===== src/rtl/ram_rd_stream_if.sv =====
// Bundle of the read sequencer's control, RAM read port and output stream signals.
// The master modport is the sequencer. The slave modport is the RAM model plus the consumer.
interface ram_rd_stream_if #(
  parameter int unsigned ADDR_LEN = 16,
  parameter int unsigned DATA_LEN = 8
);
  logic                start;
  logic [ADDR_LEN-1:0] base_addr;
  logic [ADDR_LEN:0]   length;
  logic [DATA_LEN-1:0] rd_data;
  logic                out_ready;
  logic                rd_en;
  logic [ADDR_LEN-1:0] rd_addr;
  logic [DATA_LEN-1:0] out_data;
  logic                out_valid;
  logic                out_last;
  logic                busy;
  logic                done;

  modport master (
    input  start, base_addr, length, rd_data, out_ready,
    output rd_en, rd_addr, out_data, out_valid, out_last, busy, done
  );

  modport slave (
    output start, base_addr, length, rd_data, out_ready,
    input  rd_en, rd_addr, out_data, out_valid, out_last, busy, done
  );
endinterface


===== src/rtl/ram_rd_stream.sv =====
// Streams `length` consecutive words out of a synchronous single-port RAM onto a valid/ready
// interface. Reads are throttled so that the 2-entry output FIFO can never overflow.
module ram_rd_stream #(
  parameter int unsigned ADDR_LEN = 16,
  parameter int unsigned DATA_LEN = 8
) (
  input  logic                 CLK,
  input  logic                 RST,
  ram_rd_stream_if.master      bus
);
  localparam int unsigned CntW = ADDR_LEN + 1;

  typedef enum logic [1:0] {StIdle, StRead, StDrain} state_e;

  state_e              state_q, state_d;
  logic [ADDR_LEN-1:0] addr_q, addr_d;
  logic [CntW-1:0]     issue_cnt_q, issue_cnt_d;
  logic [CntW-1:0]     out_cnt_q, out_cnt_d;
  logic                done_q, done_d;
  logic                inflight_q;
  logic [DATA_LEN-1:0] mem_q [2];
  logic                wr_ptr_q, rd_ptr_q;
  logic [1:0]          count_q;

  logic       pop;
  logic       rd_en;
  logic [2:0] occ;

  assign pop = (count_q != 2'd0) && bus.out_ready;
  // Occupancy the FIFO will have once the word in flight lands and this cycle's pop retires.
  assign occ = {1'b0, count_q} + {2'b00, inflight_q} - {2'b00, pop};
  assign rd_en = (state_q == StRead) && (issue_cnt_q != '0) && (occ < 3'd2);

  always_comb begin
    state_d     = state_q;
    addr_d      = addr_q;
    issue_cnt_d = issue_cnt_q;
    out_cnt_d   = out_cnt_q;
    done_d      = 1'b0;
    if (pop) begin
      out_cnt_d = out_cnt_q - CntW'(1);
    end
    unique case (state_q)
      StIdle: begin
        if (bus.start) begin
          if (bus.length != '0) begin
            state_d     = StRead;
            addr_d      = bus.base_addr;
            issue_cnt_d = bus.length;
            out_cnt_d   = bus.length;
          end else begin
            done_d = 1'b1;
          end
        end
      end
      StRead: begin
        if (rd_en) begin
          addr_d      = addr_q + ADDR_LEN'(1);
          issue_cnt_d = issue_cnt_q - CntW'(1);
          if (issue_cnt_q == CntW'(1)) begin
            state_d = StDrain;
          end
        end
      end
      StDrain: begin
        if (pop && (out_cnt_q == CntW'(1))) begin
          state_d = StIdle;
          done_d  = 1'b1;
        end
      end
      default: state_d = StIdle;
    endcase
  end

  always_ff @(posedge CLK) begin
    if (!RST) begin
      state_q     <= StIdle;
      addr_q      <= '0;
      issue_cnt_q <= '0;
      out_cnt_q   <= '0;
      done_q      <= 1'b0;
    end else begin
      state_q     <= state_d;
      addr_q      <= addr_d;
      issue_cnt_q <= issue_cnt_d;
      out_cnt_q   <= out_cnt_d;
      done_q      <= done_d;
    end
  end

  // RAM data arrives one cycle after the strobe; inflight marks that cycle as a FIFO push.
  always_ff @(posedge CLK) begin
    if (!RST) begin
      inflight_q <= 1'b0;
      wr_ptr_q   <= 1'b0;
      rd_ptr_q   <= 1'b0;
      count_q    <= 2'd0;
      for (int i = 0; i < 2; i++) begin
        mem_q[i] <= '0;
      end
    end else begin
      inflight_q <= rd_en;
      if (inflight_q) begin
        mem_q[wr_ptr_q] <= bus.rd_data;
        wr_ptr_q        <= ~wr_ptr_q;
      end
      if (pop) begin
        rd_ptr_q <= ~rd_ptr_q;
      end
      count_q <= count_q + {1'b0, inflight_q} - {1'b0, pop};
    end
  end

  assign bus.rd_en     = rd_en;
  assign bus.rd_addr   = addr_q;
  assign bus.out_data  = mem_q[rd_ptr_q];
  assign bus.out_valid = (count_q != 2'd0);
  assign bus.out_last  = (count_q != 2'd0) && (out_cnt_q == CntW'(1));
  assign bus.busy      = (state_q != StIdle);
  assign bus.done      = done_q;
endmodule


===== src/flat_wrapper.sv =====
// flat-port wrapper written by rule: the top's interface ports become plain ports
module ram_rd_stream_flat 
#(
  parameter int unsigned ADDR_LEN = 16,
  parameter int unsigned DATA_LEN = 8
)
  (CLK, RST, bus_start, bus_base_addr, bus_length, bus_rd_data, bus_out_ready, bus_rd_en, bus_rd_addr, bus_out_data, bus_out_valid, bus_out_last, bus_busy, bus_done);
  ram_rd_stream_if #(.ADDR_LEN(ADDR_LEN), .DATA_LEN(DATA_LEN)) bus_i ();
  input  logic CLK;
  input  logic RST;
  input wire logic [$bits(bus_i.start)-1:0] bus_start;
  input wire logic [$bits(bus_i.base_addr)-1:0] bus_base_addr;
  input wire logic [$bits(bus_i.length)-1:0] bus_length;
  input wire logic [$bits(bus_i.rd_data)-1:0] bus_rd_data;
  input wire logic [$bits(bus_i.out_ready)-1:0] bus_out_ready;
  output wire logic [$bits(bus_i.rd_en)-1:0] bus_rd_en;
  output wire logic [$bits(bus_i.rd_addr)-1:0] bus_rd_addr;
  output wire logic [$bits(bus_i.out_data)-1:0] bus_out_data;
  output wire logic [$bits(bus_i.out_valid)-1:0] bus_out_valid;
  output wire logic [$bits(bus_i.out_last)-1:0] bus_out_last;
  output wire logic [$bits(bus_i.busy)-1:0] bus_busy;
  output wire logic [$bits(bus_i.done)-1:0] bus_done;
  assign bus_i.start = bus_start;
  assign bus_i.base_addr = bus_base_addr;
  assign bus_i.length = bus_length;
  assign bus_i.rd_data = bus_rd_data;
  assign bus_i.out_ready = bus_out_ready;
  assign bus_rd_en = bus_i.rd_en;
  assign bus_rd_addr = bus_i.rd_addr;
  assign bus_out_data = bus_i.out_data;
  assign bus_out_valid = bus_i.out_valid;
  assign bus_out_last = bus_i.out_last;
  assign bus_busy = bus_i.busy;
  assign bus_done = bus_i.done;
  ram_rd_stream #(.ADDR_LEN(ADDR_LEN), .DATA_LEN(DATA_LEN)) u_core (.CLK(CLK), .RST(RST), .bus(bus_i));
endmodule

===== config.mk =====
export PLATFORM = sky130hd
export DESIGN_NAME = ram_rd_stream_flat
export DESIGN_NICKNAME = d
export VERILOG_FILES = /design/src/rtl/ram_rd_stream_if.sv /design/src/rtl/ram_rd_stream.sv /design/src/flat_wrapper.sv
export SDC_FILE = /design/constraint.sdc
export NUM_CORES = 1
export LEC_CHECK = 0
export ABC_AREA = 1
export CAP_MARGIN = 0
export CORE_MARGIN = 8
export CORE_UTILIZATION = 45
export DETAILED_ROUTE_END_ITERATION = 8
export PLACE_DENSITY = 0.68
export SETUP_SLACK_MARGIN = 0.5
export SLEW_MARGIN = 20
export SYNTH_ARGS = -nofsm -noshare
export SYNTH_HDL_FRONTEND = slang
export SYNTH_SLANG_ARGS = --single-unit

===== constraint.sdc =====
create_clock -name CLK -period 3.2 [get_ports CLK]
set_input_delay 0.48 -clock CLK [delete_from_list [all_inputs] [get_ports CLK]]
set_output_delay 0.48 -clock CLK [all_outputs]
set_load 0.01 [all_outputs]

Word-level counts from Yosys, hierarchy flattened
Memory sizes are Yosys's and may differ from the RTL's. A register that Yosys moved wholly into a read port is not among the register bits.
Index checks and enable logic that the tools add are counted.
{"block": "totals", "ff_bits": 58, "mem_bits_rw": 16, "inputBits": 45, "output_inout_bits": 29, "elab_cells": 74, "mem_count": 1}
{"block": "op_classes", "addsub": 7, "magnitude_cmp": 1, "eq_ne": 9, "mux": 31, "bitwise_logic": 2, "n_reduce_logical": 14}
{"name": "u_core.mem_q", "words": 2, "word_bits": 8, "read_ports": 1, "rd_clocked_by_memory_dff": 1, "wr": 2, "line_no": "ram_rd_stream.sv:21", "text": "logic [DATA_LEN-1:0] mem_q [2];"}
{"operator": "17-bit 2-to-1 mux", "count": 7}
{"operator": "16-bit 2-to-1 mux", "count": 3}
{"operator": "17-bit by 1-bit == test with 1-bit output, second input constant", "count": 2}
{"operator": "17-bit case mux with 2 select lines", "count": 1}
{"operator": "17-bit nonzero test", "count": 2}
{"operator": "17-bit by 1-bit subtractor with 17-bit output, second input constant", "count": 2}
{"operator": "16-bit case mux with 2 select lines", "count": 1}
{"operator": "16-bit by 1-bit adder with 16-bit output, second input constant", "count": 1}
{"operator": "1-bit 2-to-1 mux", "count": 11}
{"operator": "2-bit 2-to-1 mux", "count": 5}
{"operator": "8-bit 2-to-1 mux", "count": 1}
{"operator": "8-bit OR reduction", "count": 1}
{"operator": "2-bit inequality test, second input constant", "count": 3}
{"operator": "2-bit case mux with 3 select lines", "count": 1}
{"operator": "2-bit nonzero test", "count": 3}
{"operator": "1-bit logical AND", "count": 5}
{"operator": "5-bit AND reduction", "count": 1}
{"operator": "2-bit by 1-bit inequality test with 1-bit output, second input constant", "count": 2}
{"operator": "4-bit AND reduction", "count": 1}
{"operator": "2-bit by 1-bit adder with 3-bit output", "count": 1}
{"operator": "3-bit by 2-bit < comparator with 1-bit output, second input constant", "count": 1}
{"operator": "3-bit by 1-bit subtractor with 3-bit output", "count": 1}
{"operator": "2-bit by 1-bit adder with 2-bit output", "count": 1}
{"operator": "2-bit by 1-bit == test with 1-bit output, second input constant", "count": 1}
{"operator": "5 further kinds", "count": 6}

Longest topological paths before layout
{"block": "depth", "depth_word": 7, "depth_mapped": 16, "depth_no_buf": 15}

Worst setup path after synthesis
Ideal clock, no wire load.
{"block": "synth_path", "path_kind": "in2reg", "startpoint": "input port bus_out_ready", "endpoint": "register u_core.addr_q[14] (netlist: u_core.bus.rd_addr[14])", "setup_time_ns": 0.113, "arrival_ns": 2.428, "required_time_ns": 3.087, "path_slack_ns": 0.660, "cell_stages": 14, "n_path_buf": 1, "cell_sequence": "inv_1 nor2_4 inv_1 nand2_1 nand2_1 ha_1 fa_1 nor3b_2 a21oi_4 nor2_8 nand2_8 buf_6 nor2_1 nor2_1"}
{"block": "synth_via", "elab_chain_cells": 6}
{"item": "start: declaration", "line_no": "flat_wrapper.sv:15", "text": "input wire logic [$bits(bus_i.out_ready)-1:0] bus_out_ready;"}
{"item": "1-bit logical AND", "line_no": "ram_rd_stream.sv:29", "text": "assign pop = (count_q != 2'd0) && bus.out_ready;"}
{"item": "3-bit by 1-bit subtractor with 3-bit output", "line_no": "ram_rd_stream.sv:31", "text": "assign occ = {1'b0, count_q} + {2'b00, inflight_q} - {2'b00, pop};"}
{"item": "via u_core.occ[1]", "line_no": "ram_rd_stream.sv:27", "text": "logic [2:0] occ;"}
{"item": "3-bit by 2-bit < comparator with 1-bit output", "line_no": "ram_rd_stream.sv:32", "text": "assign rd_en = (state_q == StRead) && (issue_cnt_q != '0) && (occ < 3'd2);"}
{"item": "1-bit logical AND", "line_no": "ram_rd_stream.sv:32"}
{"item": "2-bit inequality test (no source line)"}
{"item": "4-bit AND reduction (no source line)"}
{"item": "end signal: assignment", "line_no": "ram_rd_stream.sv:84", "text": "addr_q <= addr_d;"}
{"item": "end: declaration", "line_no": "ram_rd_stream.sv:16", "text": "logic [ADDR_LEN-1:0] addr_q, addr_d;"}
The timed path passes the listed nets, and every way through them passes these cells.
A chain may end at the register's enable or synchronous reset.

Final worst setup path
{"block": "layout_path", "startpoint": "register u_core.count_q[1]", "endpoint": "register u_core.issue_cnt_q[3]"}
{"block": "layout_via", "elab_chain_cells": 7, "word_cells_on_any_way": 8, "cone_classes": "2 x add/sub; 1 x order compare; 1 x eq/ne; 4 x reduce/logical"}
{"item": "start: declaration", "line_no": "ram_rd_stream.sv:23", "text": "logic [1:0] count_q;"}
{"item": "start signal: assignment", "line_no": "ram_rd_stream.sv:110", "text": "count_q <= count_q + {1'b0, inflight_q} - {1'b0, pop};"}
{"item": "branches (longest 2 deep; another with 2-bit by 1-bit adder with 3-bit output)"}
{"item": "3-bit by 1-bit subtractor with 3-bit output *", "line_no": "ram_rd_stream.sv:31"}
{"item": "via u_core.occ[1]", "line_no": "ram_rd_stream.sv:27"}
{"item": "3-bit by 2-bit < comparator with 1-bit output *", "line_no": "ram_rd_stream.sv:32"}
{"item": "1-bit logical AND *", "line_no": "ram_rd_stream.sv:32"}
{"item": "2-bit inequality test (no source line) *"}
{"item": "4-bit AND reduction (no source line) *"}
{"item": "end signal: assignment", "line_no": "ram_rd_stream.sv:85", "text": "issue_cnt_q <= issue_cnt_d;"}
{"item": "end: declaration", "line_no": "ram_rd_stream.sv:17", "text": "logic [CntW-1:0] issue_cnt_q, issue_cnt_d;"}
Mark *: on every way through the listed nets, which the timed path passes.

==> run_results.csv <==
group,metric,value,unit
detailed_routing,drt_first_pass_iters,5,
setup_path,cp_max_fo,15,
setup_path,path_buf_inv,5,
pwr,p_leak,2.68,nW
global_routing,grt-ovfl-total,0,
timing,fin_crit,2750,ps
synth,synth_top_area_share,25.6,%
floorplan,die_area,13800,um2
synth,ys_seq_area_share,36.0,%
floorplan,core_area,10100,um2
setup_path,required,3460,ps
global_routing,grt_pass1_wl,19800,um
cells_and_area,fin_util,58.8,%
synth,syn-num-nets,758,
timing,fin_tns_setup,0,ps
detailed_routing,post_drt_via_cell_ratio,5.00,
global_routing,grt_usage,16.9,%
worst_hold_path,hold_start,"u_core.rd_ptr_q",
timing,setup_viol,0,
setup_path,crit_family,"simple AND/OR/NAND/NOR gates",
floorplan,die_w,117,um
detailed_routing,antenna_left,0,
pwr,cellPowerDensity,905,nW/um2
floorplan,die_y,117,um
floorplan,pin_count,74,
timing,tightest_slew,712,ps
job,maxCapViolCount,0,
setup_path,reg2reg_depth,17,
clock_network,numCtsBuffers,9,
worst_hold_path,worstHoldPathCells,1,
synth,synth_area,4620,um2
pwr,total_power,5.40,mW
clock_network,cts_root_buf,"clkbuf_8",
placement,port_buffers,73,
floorplan,rows,37,
timing,maxSlewViolCount,0,
worst_hold_path,worstHoldEndpoint,"u_core.rd_ptr_q",
global_routing,grt_max_degree,62,
setup_path,r2r_end,"u_core.issue_cnt_q[3]",
synth,syn_area_per_cell,6.54,um2
setup_path,critPathSlowestCell,"fa_1",
worst_hold_path,hold_path_class,"register to register",
clock_network,cts_sinks,75,
clock_network,clk_latency,360,ps
cells_and_area,design_area,5970,um2
timing,period_share,85.8,%
timing,clock.fmax,0.364,GHz
setup_path,r2r_slack,450,ps
timing,rsz0062_at_grt,"true",
clock_network,clkTransAtPathRegs,90,ps
detailed_routing,first_iter_violations,342,
setup_path,endpoint_kind,"register",
setup_path,crit_chain,"nor2_4, nor2_4, inv_2, nand2_1, nand2_1, ha_2, fa_1, nor3b_2, buf_4, buf_6, buf_6, a21oi_4, nor2_8, buf_12, nand2_8, nor2_1, nor2_1",
cells_and_area,synthToLayoutAreaGrowth,29.2,%
status,status,"complete, no violations",
global_routing,antenna_found_initial,0,
cells_and_area,antenna_cells,0,
placement,place.gp.congestion,0.881,
timing,hold_violations,0,
setup_path,worstSetupPathType,"register to register",
placement,post_dp_cell_area,5450,um2
synth,ys_ff_latch,75,
synth,ys_types,39,
detailed_routing,drc,0,
placement,dp_hpwl,8450,um
clock_network,clk_path_buf_depth,2,
clock_network,cts_tree,"done",
setup_path,r2r-start,"u_core.count_q[1]",
clock_network,h-tree-depth,3,
synth,synth_area_leaders,"dfxtp_1 26%, nand2_1 16%, nor2_1 12%, edfxtp_1 10%, inv_1 5.9%",
cells_and_area,drive_gt1_share,14.7,%
cells_and_area,fillers,953,
cells_and_area,multi_input_area,2710,um2
setup_path,cp.arrival,3000,ps
synth,synth_top_area_cell,"dfxtp_1",
pwr,ir_drop,0.412,mV
cells_and_area,seq_area,1670,um2
detailed_routing,vias,4672,
detailed_routing,routed_wl,12700,um
cells_and_area,nNetsFinal,845,
floorplan,start_util,45.6,%
global_routing,grt_pass1_vias,4305,
timing,slew_headroom,52.5,%
synth,synth_cells,706,
detailed_routing,post_drt_wl_per_cell,13.6,um
timing,finClkSkew,10.3,ps
synth,yosysWarnings,0,
setup_path,max_stage_delay,480,ps
setup_path,start_kind,"register",
==> Yosys cell counts <==
cell / n
nand2_2: 2
fa_1: 1
o31ai_1: 2
or2_0: 1
buf_6: 5
inv_2: 14
a31oi_1: 8
buf_8: 1
dfxtp_1: 59
nor2_8: 1
nand3_4: 1
nor2_4: 4
nor3_2: 1
inv_1: 72
nand2_8: 1
o211ai_1: 2
nor2_2: 5
buf_2: 4
nand2_1: 192
o21bai_1: 3
edfxtp_1: 16
xor2_1: 11
a21oi_4: 1
buf_1: 5
mux2_2: 8
nand4_1: 5
nand3b_1: 3
o21ai_1: 28
o21ai_0: 15
ha_1: 6
nor3_1: 8
clkbuf_1: 8
a21oi_1: 25
nor3b_2: 1
xnor2_1: 3
nand3_1: 30
or2_2: 2
nor2_1: 151
o21a_1: 1
==> cell families (layout without fill, tap and decap cells) <==
| family | after synthesis | after routing | synth area share, % |
|---|---|---|---|
| compound gates | 85 | 85 | 10.1 |
| xor+xnor | 14 | 14 | 2.66 |
| fa+ha+maj | 7 | 7 | 2.06 |
| buf+inv | 109 | 195 | 10.0 |
| flops | 75 | 75 | 36.0 |
| mux | 8 | 8 | 1.95 |
| simple gates | 408 | 414 | 37.2 |
==> cell usage in the layout (no fill, tap or decap), drive strengths merged <==
cell	Yosys	final
a21oi	26	26
a31oi	8	8
buf	15	22
clkbuf	8	9
clkdlybuf4s50	0	70
clkinvlp	0	3
dfxtp	59	59
dlygate4sd2	0	1
edfxtp	16	16
fa	1	1
ha	6	6
inv	86	90
mux2	8	8
nand2	195	201
nand3	31	31
nand3b	3	3
nand4	5	5
nor2	161	161
nor3	9	9
nor3b	1	1
o211ai	2	2
o21a	1	1
o21ai	43	43
o21bai	3	3
o31ai	2	2
or2	3	3
xnor2	3	3
xor2	11	11
==> state kept, by name, summed over array words and instances, names as in the netlist, named ones only <==
signal	count
u_core.count_q	2
u_core.rd_ptr_q	1
u_core.out_cnt_q	17
u_core.state_q	2
u_core.inflight_q	1
u_core.wr_ptr_q	1
u_core.issue_cnt_q	17
u_core.bus.rd_addr	16
u_core.bus.done	1
u_core.mem_q	16
==> repair_timing <==
item                                    in CTS  in global routing
endpoints found under the setup margin      35                 35
pin swaps                                    4                 16
gates cloned                                 0                  6
hold buffers                                 0                  0
resized for setup                           12                 42
setup buffers                                4                  6
==> worst max path at each step <==
stage,startpoint,end,cells after the start
floorplan,bus_out_ready,u_core.bus.rd_addr[14],14
global route,u_core.count_q[0],u_core.issue_cnt_q[3],18
CTS,u_core.count_q[1],bus_rd_en,10
global placement,bus_out_ready,bus_rd_en,12
detailed placement,bus_out_ready,bus_rd_en,12
finish,u_core.count_q[1],u_core.issue_cnt_q[3],17
==> where the power goes <==
| group | total [mW] | internal, mW | switching, mW |
|---|---|---|---|
| Sequential | 1.61 | 1.29 | 0.317 |
| Combinational | 3.08 | 1.24 | 1.83 |
| Clock | 0.714 | 0.295 | 0.419 |
==> layer usage <==
| layer | vias to the layer above | track usage, % | wire (um) |
|---|---|---|---|
| met5 | - | 0 | 0 |
| met4 | 0 | 5.92 | 263 |
| met3 | 24 | 3.98 | 710 |
| met2 | 143 | 28.2 | 5840 |
| met1 | 2108 | 20.7 | 5930 |
| li1 | 2397 | - | - |
==> layout make-up <==
cell class              count  area share [%]
multi-input cells         528            45.4
repair buffers             93            15.4
flip-flops and latches     75            27.9
inverters                  86            5.41
clock inverters             7            1.01
clock buffers               9            2.08
well taps                 136            2.85
==> per-stage QoR <==
step                std cells  hold slack (ps)  setup WS (ps)
detailed placement        902              444           -226
finish                    934              460            454
global route              934              467            330
floorplan                 706              426            660
global placement          902              434           -224
CTS                       922              453            463
Power figures use the tool's default switching activity.
